[src/rtl/control_types.sv]
`default_nettype none
// ============================================================================
// Module   : control_types (package)
// Purpose  : Shared pipeline control types: operand forwarding select and
//            hazard-unit FSM state encoding.
// Revision : 1.0 - initial release
// ============================================================================
package control_types;

  typedef enum logic [1:0] {
    FWD_SRC_ID  = 2'd0,
    FWD_SRC_MEM = 2'd1,
    FWD_SRC_WB  = 2'd2
  } forwarding_src_t;

  typedef enum logic [1:0] {
    RUN        = 2'd0,
    LOAD_STALL = 2'd1,
    BUSY_STALL = 2'd2
  } hazard_state_t;

endpackage
`default_nettype wire

[src/rtl/fwd_select.sv]
`default_nettype none
// ============================================================================
// Module   : fwd_select
// Purpose  : Operand forwarding select for one EX-stage source; MEM result
//            is younger than WB and therefore wins.
// Revision : 1.0 - initial release
// ============================================================================
module fwd_select
  import control_types::*;
#(
  parameter int REG_IDX_W = 5
) (
  input  logic [REG_IDX_W-1:0] ex_src_idx_i,
  input  logic [REG_IDX_W-1:0] mem_reg_wr_idx_i,
  input  logic                 mem_reg_wr_en_i,
  input  logic [REG_IDX_W-1:0] wb_reg_wr_idx_i,
  input  logic                 wb_reg_wr_en_i,
  output forwarding_src_t      fwd_sel_o
);

  logic w_src_nonzero;
  logic w_mem_hit;
  logic w_wb_hit;

  assign w_src_nonzero = (ex_src_idx_i != '0);
  assign w_mem_hit     = w_src_nonzero && mem_reg_wr_en_i && (mem_reg_wr_idx_i == ex_src_idx_i);
  assign w_wb_hit      = w_src_nonzero && wb_reg_wr_en_i  && (wb_reg_wr_idx_i  == ex_src_idx_i);

  always_comb begin
    fwd_sel_o = FWD_SRC_ID;
    if (w_mem_hit) begin
      fwd_sel_o = FWD_SRC_MEM;
    end else if (w_wb_hit) begin
      fwd_sel_o = FWD_SRC_WB;
    end
  end

endmodule
`default_nettype wire

[src/rtl/hazard_scoreboard_unit.sv]
`default_nettype none
// ============================================================================
// Module   : hazard_scoreboard_unit
// Purpose  : Forwarding control, multi-cycle busy scoreboard and stall FSM.
//            Optional stall counters enabled by macro HAZARD_PERF_CNT_EN.
// Revision : 1.0 - initial release
// ============================================================================
module hazard_scoreboard_unit
  import control_types::*;
#(
  parameter int NUM_SRC   = 2,
  parameter int REG_IDX_W = 5,
  parameter int NUM_REGS  = 32
) (
  input  logic                                clk,
  input  logic                                rst_n,
  input  logic [NUM_SRC-1:0][REG_IDX_W-1:0]   id_src_idx,
  input  logic [NUM_SRC-1:0]                  id_src_used,
  input  logic [NUM_SRC-1:0][REG_IDX_W-1:0]   ex_src_idx,
  input  logic [REG_IDX_W-1:0]                ex_reg_wr_idx,
  input  logic                                ex_reg_wr_en,
  input  logic                                ex_is_load,
  input  logic [REG_IDX_W-1:0]                mem_reg_wr_idx,
  input  logic                                mem_reg_wr_en,
  input  logic [REG_IDX_W-1:0]                wb_reg_wr_idx,
  input  logic                                wb_reg_wr_en,
  input  logic                                mc_issue_valid,
  input  logic [REG_IDX_W-1:0]                mc_issue_idx,
  input  logic                                mc_done_valid,
  input  logic [REG_IDX_W-1:0]                mc_done_idx,
  output forwarding_src_t [NUM_SRC-1:0]       fwd_ctrl,
  output logic                                stall_id,
  output logic                                flush_ex,
  output logic [31:0]                         load_stall_cnt,
  output logic [31:0]                         busy_stall_cnt
);

  logic [NUM_REGS-1:0] busy_q, busy_d;
  hazard_state_t       state_q, state_d;
  logic                w_load_hazard;
  logic                w_busy_hazard;
  logic                w_stall;

  for (genvar i = 0; i < NUM_SRC; i++) begin : g_fwd
    fwd_select #(
      .REG_IDX_W (REG_IDX_W)
    ) u_fwd_select (
      .ex_src_idx_i     (ex_src_idx[i]),
      .mem_reg_wr_idx_i (mem_reg_wr_idx),
      .mem_reg_wr_en_i  (mem_reg_wr_en),
      .wb_reg_wr_idx_i  (wb_reg_wr_idx),
      .wb_reg_wr_en_i   (wb_reg_wr_en),
      .fwd_sel_o        (fwd_ctrl[i])
    );
  end

  // Set is applied after clear so a same-cycle issue/done on one index keeps it busy.
  always_comb begin
    busy_d = busy_q;
    for (int r = 1; r < NUM_REGS; r++) begin
      if (mc_done_valid && (mc_done_idx == REG_IDX_W'(r))) busy_d[r] = 1'b0;
      if (mc_issue_valid && (mc_issue_idx == REG_IDX_W'(r))) busy_d[r] = 1'b1;
    end
    busy_d[0] = 1'b0;
  end

  always_comb begin
    w_busy_hazard = 1'b0;
    w_load_hazard = 1'b0;
    for (int i = 0; i < NUM_SRC; i++) begin
      if (id_src_used[i]) begin
        for (int r = 1; r < NUM_REGS; r++) begin
          if ((id_src_idx[i] == REG_IDX_W'(r)) && busy_q[r]) w_busy_hazard = 1'b1;
        end
        if (ex_is_load && ex_reg_wr_en && (ex_reg_wr_idx != '0) &&
            (id_src_idx[i] == ex_reg_wr_idx)) begin
          w_load_hazard = 1'b1;
        end
      end
    end
  end

  always_comb begin
    state_d = state_q;
    w_stall = 1'b0;
    case (state_q)
      RUN: begin
        w_stall = w_load_hazard | w_busy_hazard;
        if (w_busy_hazard)      state_d = BUSY_STALL;
        else if (w_load_hazard) state_d = LOAD_STALL;
      end
      LOAD_STALL: begin
        w_stall = w_busy_hazard;
        state_d = w_busy_hazard ? BUSY_STALL : RUN;
      end
      BUSY_STALL: begin
        w_stall = w_busy_hazard;
        state_d = w_busy_hazard ? BUSY_STALL : RUN;
      end
      default: begin
        state_d = RUN;
        w_stall = 1'b0;
      end
    endcase
  end

  always_ff @(posedge clk or negedge rst_n) begin
    if (!rst_n) begin
      state_q <= RUN;
      busy_q  <= '0;
    end else begin
      state_q <= state_d;
      busy_q  <= busy_d;
    end
  end

  // Load hazard is combinational from inputs, so the outputs are masked during reset.
  assign stall_id = rst_n & w_stall;
  assign flush_ex = rst_n & w_stall;

`ifdef HAZARD_PERF_CNT_EN
  localparam logic [31:0] c_CNT_MAX = 32'hFFFF_FFFF;

  logic [31:0] load_cnt_q;
  logic [31:0] busy_cnt_q;

  always_ff @(posedge clk or negedge rst_n) begin
    if (!rst_n) begin
      load_cnt_q <= '0;
      busy_cnt_q <= '0;
    end else begin
      if (w_stall && !w_busy_hazard && (load_cnt_q != c_CNT_MAX)) load_cnt_q <= load_cnt_q + 32'd1;
      if (w_stall && w_busy_hazard && (busy_cnt_q != c_CNT_MAX))  busy_cnt_q <= busy_cnt_q + 32'd1;
    end
  end

  assign load_stall_cnt = load_cnt_q;
  assign busy_stall_cnt = busy_cnt_q;
`else
  assign load_stall_cnt = 32'd0;
  assign busy_stall_cnt = 32'd0;
`endif

endmodule
`default_nettype wire
[config.mk]
export PLATFORM = sky130hd
export DESIGN_NAME = hazard_scoreboard_unit
export DESIGN_NICKNAME = d
export VERILOG_FILES = /design/src/rtl/control_types.sv /design/src/rtl/fwd_select.sv /design/src/rtl/hazard_scoreboard_unit.sv
export SDC_FILE = /design/constraint.sdc
export NUM_CORES = 1
export LEC_CHECK = 0
export ABC_AREA = 1
export BUFFER_PORTS_ARGS = -buffer_cell sky130_fd_sc_hd__buf_2
export CORE_AREA = 8 8 94 96
export CTS_CLUSTER_SIZE = 40
export DETAILED_ROUTE_END_ITERATION = 8
export DIE_AREA = 0 0 102 104
export HOLD_SLACK_MARGIN = 0.15
export PLACE_DENSITY_LB_ADDON = 0.2
export SETUP_SLACK_MARGIN = 0.02
export SLEW_MARGIN = 10
export SYNTH_ARGS = -nofsm -noshare
export SYNTH_HDL_FRONTEND = slang
export SYNTH_SLANG_ARGS = --single-unit
[constraint.sdc]
create_clock -name clk -period 4.06 [get_ports clk]
set_input_delay 0.406 -clock clk [delete_from_list [all_inputs] [get_ports clk]]
set_output_delay 0.406 -clock clk [all_outputs]
set_load 0.01 [all_outputs]
Word level (Yosys, flattened, before mapping)
Index checks and enable logic that the tools add are counted.

Flip-flop bits (word level): 33. Bits in latches: 0. Bits in writable memories: 0. ROM bits: 0. Bits of input ports: 55. Output and inout port bits: 70. Word-level logic and storage cells: 478. Memories: 0.

$add $sub $neg: 0. Multiply operators: 0. Div/mod/pow operators: 0. Order comparisons: 0. Equality and inequality tests: 133. Shift-type cells: 0. Muxes and demuxes: 139. Bitwise logic cells: 2. Reduce and logical (&&, ||, !) cells: 172.

Operators with widths (number): equality test 5 bit (second input constant) (64); equality test 5 x 4 -> 1 bit (second input constant) (32); logical AND 1 bit (136); two-way mux 1 bit (130); equality test 5 x 3 -> 1 bit (second input constant) (16); nonzero test 2 bit (31); equality test 5 x 2 -> 1 bit (second input constant) (8); equality test 5 bit (6); equality test 5 x 1 -> 1 bit (second input constant) (4); nonzero test 5 bit (3); two-way mux 2 bit (7); case mux 2 bit (2 select lines) (1); != test 3 bit (second input constant) (1); equality test 2 x 1 -> 1 bit (second input constant) (1); equality test 2 bit (second input constant) (1); zero test 2 bit (1); case mux 1 bit (2 select lines) (1); OR reduction 2 bit (1); AND 1 bit (1); OR 1 bit (1).

Longest topological paths before layout
Gate-level depths: netlist of the first run.

Word-level depth: 69. Depth in mapped cells: 15. Mapped depth without buffers: 14.

Modules after synthesis
A second synthesis of the first run with hierarchy kept.

Cell total of the unflattened synthesis: 612. Area, all modules: 3499.6 um2.

Modules (own cells, without submodules): hazard_scoreboard_unit (instances 1, cells an instance 488, area an instance 3009.1 um2, seq. area each 825.8 um2); fwd_select (instances 2, cells an instance 62, area an instance 245.2 um2, seq. area each 0.0 um2).

Worst setup path after synthesis of the first run
No wires, ideal clock.

Path kind: input port to output port. Start point: input id_src_idx[8] (netlist bit). End point: output stall_id. Data arrival time: 1.705 ns. Data required time: 3.654 ns. Path slack: 1.949 ns. Stages: 13. Cell sequence: buf_2 > nor2_2 > nand3_1 > nand2_1 > nor2_1 > nand2_1 > nor2_1 > nor2_1 > nand2_1 > nand2_2 > nand2_1 > a21oi_1 > buf_4.

Cells in the longest elaborated chain, start to end: 37.

RTL lines: start, declared (line hazard_scoreboard_unit.sv:17) `input logic [NUM_SRC-1:0][REG_IDX_W-1:0] id_src_idx,`; equality test 5 x 1 -> 1 bit (line hazard_scoreboard_unit.sv:73) `if ((id_src_idx[i] == REG_IDX_W'(r)) && busy_q[r]) w_busy_hazard = 1'b1;`; logical AND 1 bit (line hazard_scoreboard_unit.sv:73); two-way mux 1 bit (31 in a row) (line hazard_scoreboard_unit.sv:73); two-way mux 1 bit (line hazard_scoreboard_unit.sv:71) `if (id_src_used[i]) begin`; OR 1 bit (line hazard_scoreboard_unit.sv:88) `w_stall = w_load_hazard | w_busy_hazard;`; case mux 1 bit (2 select lines) (*) (line hazard_scoreboard_unit.sv:86) `case (state_q)`; AND 1 bit (*); end, declared (line hazard_scoreboard_unit.sv:32) `output logic stall_id,`.

Every way passes the cells marked *; elsewhere a longest branch is shown, timed or not.

Final worst setup path of the first run
Start point: input id_src_idx[3] (netlist bit). End point: output flush_ex.

Cells in the longest elaborated chain, start to end: 69.

RTL lines: equality test 5 x 1 -> 1 bit (line hazard_scoreboard_unit.sv:73); logical AND 1 bit (line hazard_scoreboard_unit.sv:73); two-way mux 1 bit (31 in a row) (line hazard_scoreboard_unit.sv:73); two-way mux 1 bit (line hazard_scoreboard_unit.sv:71); two-way mux 1 bit (31 in a row) (line hazard_scoreboard_unit.sv:73); two-way mux 1 bit (line hazard_scoreboard_unit.sv:71); OR 1 bit (line hazard_scoreboard_unit.sv:88); case mux 1 bit (2 select lines) (*) (line hazard_scoreboard_unit.sv:86); AND 1 bit (*) (line hazard_scoreboard_unit.sv:119) `assign flush_ex = rst_n & w_stall;`; end, declared (line hazard_scoreboard_unit.sv:33) `output logic flush_ex,`.

Marked as above.

==> flow_summary.ini, run 1 <==
[placed_design]
place.gp.congestion = 0.951
port_buffers = 60
dpl_cell_area_sq_um = 3370
dpl.hpwl_um = 8170

[sta]
final_max_slew_viol_count = 0
fin_skew_ns = 0.00277
setup_viol = 0
fmaxAchievable_ghz = 0.414
tns_ns = 0
period_share = 0.594
rsz0062_at_grt = false
period_needed_ns = 2.41
finalHoldViolCount = 0
worstMarginPinSlew_ns = 1.13
slew_headroom = 0.242

[floorplan]
rows = 32
die-height_um = 104
io-pin-count = 125
die_x_um = 102
initial_utilization = 0.435
coreArea_sq_um = 7450
die_area_sq_um = 10600

[pwr]
p_leak_nw = 1.89
powerDensity_nw_per_um2 = 305
peakVddDrop_mv = 0.193

[setup_path]
cp.required_ns = 3.65
cp-start-kind = input pin
worstSetupPathType = in -> out
path_max_fanout = 8
crit_arrival_ns = 2.01
worst_setup_path_end_kind = primary output

[logic_synthesis]
synth_mux_area_frac = 0
synth.most_common_cell = nand2_1
synth_compound_area_frac = 0.104
synth-seq-cells = 33
mappedNetlistArea_sq_um = 3240
yosys.area.top_type = dfrtp_1
syn_area_per_cell_sq_um = 6.18
ys.flop_type = dfrtp_1
async_flop_share = 1.00
synthXorXnorAreaFrac = 0.0298
syn_inst = 524
yosys.area_share.adder = 0.00773
seq_area_frac_synth = 0.255
synth_top_family_by_area = simple AND/OR/NAND/NOR gates
synth_commonest_cells = 158 x nand2_1, 69 x nor2_1, 68 x buf_4
netlist_top_cells_area = dfrtp_1 26%, nand2_1 18%, buf_4 16%
ys_types = 34
synth_edf_count = 0
yosysTopAreaCellShare = 0.255
synth-simple-area-share = 0.386
yosysWarnings = 0

[cells_and_area]
area_growth_pct = 6.80
nets = 638
fillers = 853
antenna_cells = 0
drive_gt1_frac = 0.145
final_area_sq_um = 3460

[clocking]
clockBufferDepth = 2
cts_resized = 0
clk_latency_ns = 0.28
cts_buffers = 5
post_cts_buffers = 0
clk_pin_slew_ns = 0.06
htreeDepth = 2
ctsHoldBuffers = 0
clock_sinks = 33
cts_tree = built
cts_root_buf = clkbuf_8

[route]
ant_nets = 0
drt-initial-drc-count = 127
via_count = 3343
first_pass_iters = 5
avgRoutedWirePerCell_um = 14.4
drc = 0
totalWireLength_um = 9840
via_per_inst = 4.89

[global_route]
grtUsageTotal = 0.185
grt_pass1_vias = 3260
antenna_found_initial = 0
grt_overflow = 0
grt_max_degree = 35
grt_first_pass_wirelength_um = 15900

[hold_path]
hold_path.class = in -> async

[status]
outcome = completed

[run]
maxCapViolCount = 0
-- logic make-up after synthesis --
logic type / count (synthesis)
adders and majority gates: 2
buffers and inverters: 119
DFF: 33
AOI/OAI and AO/OA: 58
and+or+nand+nor: 300
xor gates and xnor gates: 11
other: 1
-- stage by stage --
step	utilization	total power [mW]	instances	hold slack, ns	worst slack [ns]
6_report	0.464	1.05	683	0.189	1.65
2_1_floorplan	-	0.710	587	0.110	1.95
3_3_place_gp	0.453	0.804	676	0.519	1.67
4_1_cts	0.464	1.05	683	0.215	1.67
5_1_grt	0.464	1.13	683	0.257	1.46
3_5_place_dp	0.453	0.808	676	0.519	1.67
-- report_power, final --
part / switching, mW / leakage (nW) / internal (mW)
logic: 0.201 / 1.44 / 0.105
clock network: 0.110 / 0.0443 / 0.134
registers: 0.0984 / 0.406 / 0.406
-- routing by layer --
metal,part of all wire,GRT usage,up-vias
met4,0.026,0.0735,0
met2,0.46,0.303,154
met1,0.43,0.233,1509
met3,0.086,0.0295,18
met5,0,0,-
li1,-,-,1662
-- worst max-delay path, cell delays in order --
cell and delay [ns]:
buf_2 0.12, inv_1 0.09, nor2_2 0.31, nand3_1 0.12, nand2_1 0.13, nor2_1 0.05
nand2_1 0.06, nor2_1 0.04, nor2_1 0.15, nand2_1 0.09, nand2_2 0.10, nand2_1 0.05
a21oi_1 0.13, buf_2 0.15
-- placed cells by master, fill, tap and decap left out, drive strengths merged, types with 4 or more instances in the layout --
cell      n
o22ai     5
xnor2     5
inv      46
or2       4
nor2     76
clkbuf    7
nand2   160
o21ai    35
conb     64
nand4     5
dfrtp    33
nor3      6
nand3    46
a21oi     7
buf      60
xor2      6
-- sequential cells by signal, indices dropped and copies added, names as in the netlist --
name and cells:
busy_q 31, state_q 2
-- area by class of cell --
type / instances / area [sq um] / area share
Multi-Input combinational cell: 435 / 1950 / 0.563
Sequential cell: 33 / 826 / 0.239
Timing Repair Buffer: 60 / 300 / 0.0868
Inverter: 46 / 173 / 0.0499
Tap cell: 102 / 128 / 0.0369
Clock buffer: 7 / 86.3 / 0.0250
-- path summary, 6_finish.rpt --
kind / endpoint / cells past startpoint / start / slack, ns
max in group asynchronous: busy_q[3]$_DFFE_PN0P_ / 1 / rst_n / 3.39
min: busy_q[6]$_DFFE_PN0P_ / 1 / rst_n / 0.19
min reg2reg: busy_q[10]$_DFFE_PN0P_ / 2 / busy_q[10]$_DFFE_PN0P_ / 0.55
max: flush_ex / 14 / id_src_idx[3] / 1.65
min in group clk: busy_q[16]$_DFFE_PN0P_ / 3 / mc_done_valid / 0.48
max reg2reg: state_q[1]$_DFFE_PN0P_ / 11 / busy_q[1]$_DFFE_PN0P_ / 2.60
Power figures use the tool's default switching activity.
==> run 2: changes to the inputs <==
==> constraint.sdc (replaced) <==
create_clock -name clk -period 2.2 [get_ports clk]
set_input_delay 0.22 -clock clk [delete_from_list [all_inputs] [get_ports clk]]
set_output_delay 0.22 -clock clk [all_outputs]
set_load 0.01 [all_outputs]
==> run 2 against run 1 <==
Critical path depth shrank 3. Non-clock buffer count grew 4. Count of clock-buffer cells in the layout stayed put. Global-route usage is 0.44 points higher. Clock skew rose by 0.00055 ns. Setup slack lost 1.4 ns. Via count increased by 1.1%. Sequential share of layout area shrank 0.42 points. First-iteration DRC count grew 50%. Final area rose by 2.0%.
==> flow_summary.ini, run 2 (synthesis results as in run 1) <==
[clocking]
cts_tree = built
clockBufferDepth = 2
clock_sinks = 33
cts_root_buf = clkbuf_8
cts_buffers = 5
htreeDepth = 2
clk_latency_ns = 0.28
clk_pin_slew_ns = 0.07

[floorplan]
die-height_um = 104
io-pin-count = 125
rows = 32
coreArea_sq_um = 7450
die_x_um = 102
die_area_sq_um = 10600
initial_utilization = 0.435

[sta]
fmaxAchievable_ghz = 0.518
fin_skew_ns = 0.00331
period_needed_ns = 1.93
rsz0062_at_grt = false
setup_ws_ns = 0.268
slew_headroom = 0.632
final_max_slew_viol_count = 0
setup_viol = 0
finalHoldViolCount = 0
period_share = 0.878
worstMarginPinSlew_ns = 0.538
tns_ns = 0
whs_ns = 0.284

[setup_path]
path_depth = 11
crit_chain = nand3_1, a21boi_1, nor2_1, nand2_1, nor2_1, nor2_1, nand2_1, nand2_2, nand2_1, a21oi_2, buf_2
cp.required_ns = 1.98
crit_arrival_ns = 1.71
r2r_slack_ns = 0.76
cp_slowest_cell = dfrtp_2
reg2reg_from = busy_q[1]$_DFFE_PN0P_
worstRegToRegCells = 12
rr_endpoint = state_q[1]$_DFFE_PN0P_
critPathCapture = flush_ex
cp-start-kind = flop
crit_family = simple AND/OR/NAND/NOR gates
worstSetupPathType = reg -> out
crit_buf_inv = 1
critPathLaunch = busy_q[3]$_DFFE_PN0P_
worst_setup_path_end_kind = primary output
path_max_fanout = 4
cp_slowest_stage_delay_ns = 0.41

[pwr]
p_leak_nw = 1.92
pwr-share-seq = 0.446
p_clk_frac = 0.281
p_comb_frac = 0.274
peakVddDrop_mv = 0.361
p_int_mw = 1.32
netSwitchingPower_mw = 0.784
total_power_mw = 2.11
powerDensity_nw_per_um2 = 597
sw_frac_of_total = 0.372

[global_route]
grtUsageTotal = 0.189
grt_pass1_vias = 3245
grt_max_degree = 34
antenna_found_initial = 0
grt_overflow = 0
grt_first_pass_wirelength_um = 16300

[hold_path]
min_from = mc_done_valid
hold_path.class = in -> reg

[placed_design]
place_inst = 678
dpl.hpwl_um = 8400
place_ws_ns = 0.266
dpl_cell_area_sq_um = 3390
port_buffers = 60
place.gp.congestion = 0.921

[cells_and_area]
final_area_sq_um = 3530
nets = 642
fillers = 826
antenna_cells = 0
regMostFlops = busy_q
final_core_util = 0.473
drive_gt1_frac = 0.154
stdcell_count = 688
area_growth_pct = 8.89
final_common_cell = nand2_1
regArea_sq_um = 827
final_cell_mix = 158 x nand2_1, 69 x nor2_1, 64 x conb_1, 60 x buf_2, 46 x nand3_1
multi_input_area_sq_um = 1950
largest_reg_flops = 31
largest_registers = busy_q (31), state_q (2)

[route]
ant_nets = 0
totalWireLength_um = 10100
via_per_inst = 4.91
via_count = 3380
drc = 0
drt-initial-drc-count = 190
avgRoutedWirePerCell_um = 14.7
first_pass_iters = 4

[run]
maxCapViolCount = 0

[status]
outcome = completed
## run 2: changes by cell type in the layout (fill, tap and decap cells not counted)
| cell | change |
|---|---|
| a21boi_1 | +1 |
| bufinv_16 | +1 |
| a21oi_1 | -1 |
| buf_4 | +3 |
| dlygate4sd3_1 | +1 |
| dfrtp_2 | +1 |
| dfrtp_1 | -1 |
| a21boi_0 | -1 |
| a21oi_2 | +1 |
## run 2: routing by layer
layer | track usage | wire length [um]
met1 | 0.238 | 4280
met2 | 0.318 | 4900
met3 | 0.0308 | 715
met4 | 0.0598 | 202
met5 | 0 | 0
## run 2: worst reg2reg max path, stage by stage, from the launching register on
cell and delay, ns:
dfrtp_1 0.43, buf_4 0.16, nand3_1 0.07, nand2_1 0.05, nor2_1 0.11, nand2_1 0.06, nor2_1 0.09, nor2_1 0.05
nand2_1 0.06, nand2_2 0.06, nor2_1 0.09, nand3_1 0.07, nand2_1 0.07
## run 2: layout make-up
| class | instances | area share |
|---|---|---|
| multi-input cells | 435 | 0.553 |
| flip-flops and latches | 33 | 0.235 |
| repair buffers | 64 | 0.0944 |
| inverters | 46 | 0.0490 |
| well taps | 102 | 0.0362 |
| clock buffers | 7 | 0.0245 |
| clock inverters | 1 | 0.00852 |
## run 2: power groups by stage
| stage | Clock, mW | Sequential (mW) | Combinational (mW) |
|---|---|---|---|
| CTS | 0.600 | 0.931 | 0.565 |
| finish | 0.591 | 0.938 | 0.576 |
| global route | 0.622 | 0.949 | 0.660 |
| floorplan | 0 | 0.836 | 0.474 |
| global placement | 0 | 0.944 | 0.549 |
| detailed placement | 0 | 0.943 | 0.561 |
## run 2: timing repair
| action | in CTS | in global routing |
|---|---|---|
| hold buffers | 1 | 0 |
| setup buffers | 0 | 1 |
| gates resized for setup | 0 | 3 |
| endpoints found under the hold margin | 33 | 0 |
| endpoints found under the setup margin | 0 | 2 |
## run 2: worst min path at each step
| stage | slack (ns) | endpoint | depth (start not counted) |
|---|---|---|---|
| floorplan | -0.08 | busy_q[10]$_DFFE_PN0P_ | 0 |
| global placement | 0.33 | busy_q[13]$_DFFE_PN0P_ | 2 |
| detailed placement | 0.33 | busy_q[29]$_DFFE_PN0P_ | 2 |
| CTS | 0.28 | busy_q[16]$_DFFE_PN0P_ | 3 |
| global route | 0.29 | busy_q[16]$_DFFE_PN0P_ | 3 |
| finish | 0.28 | busy_q[16]$_DFFE_PN0P_ | 3 |
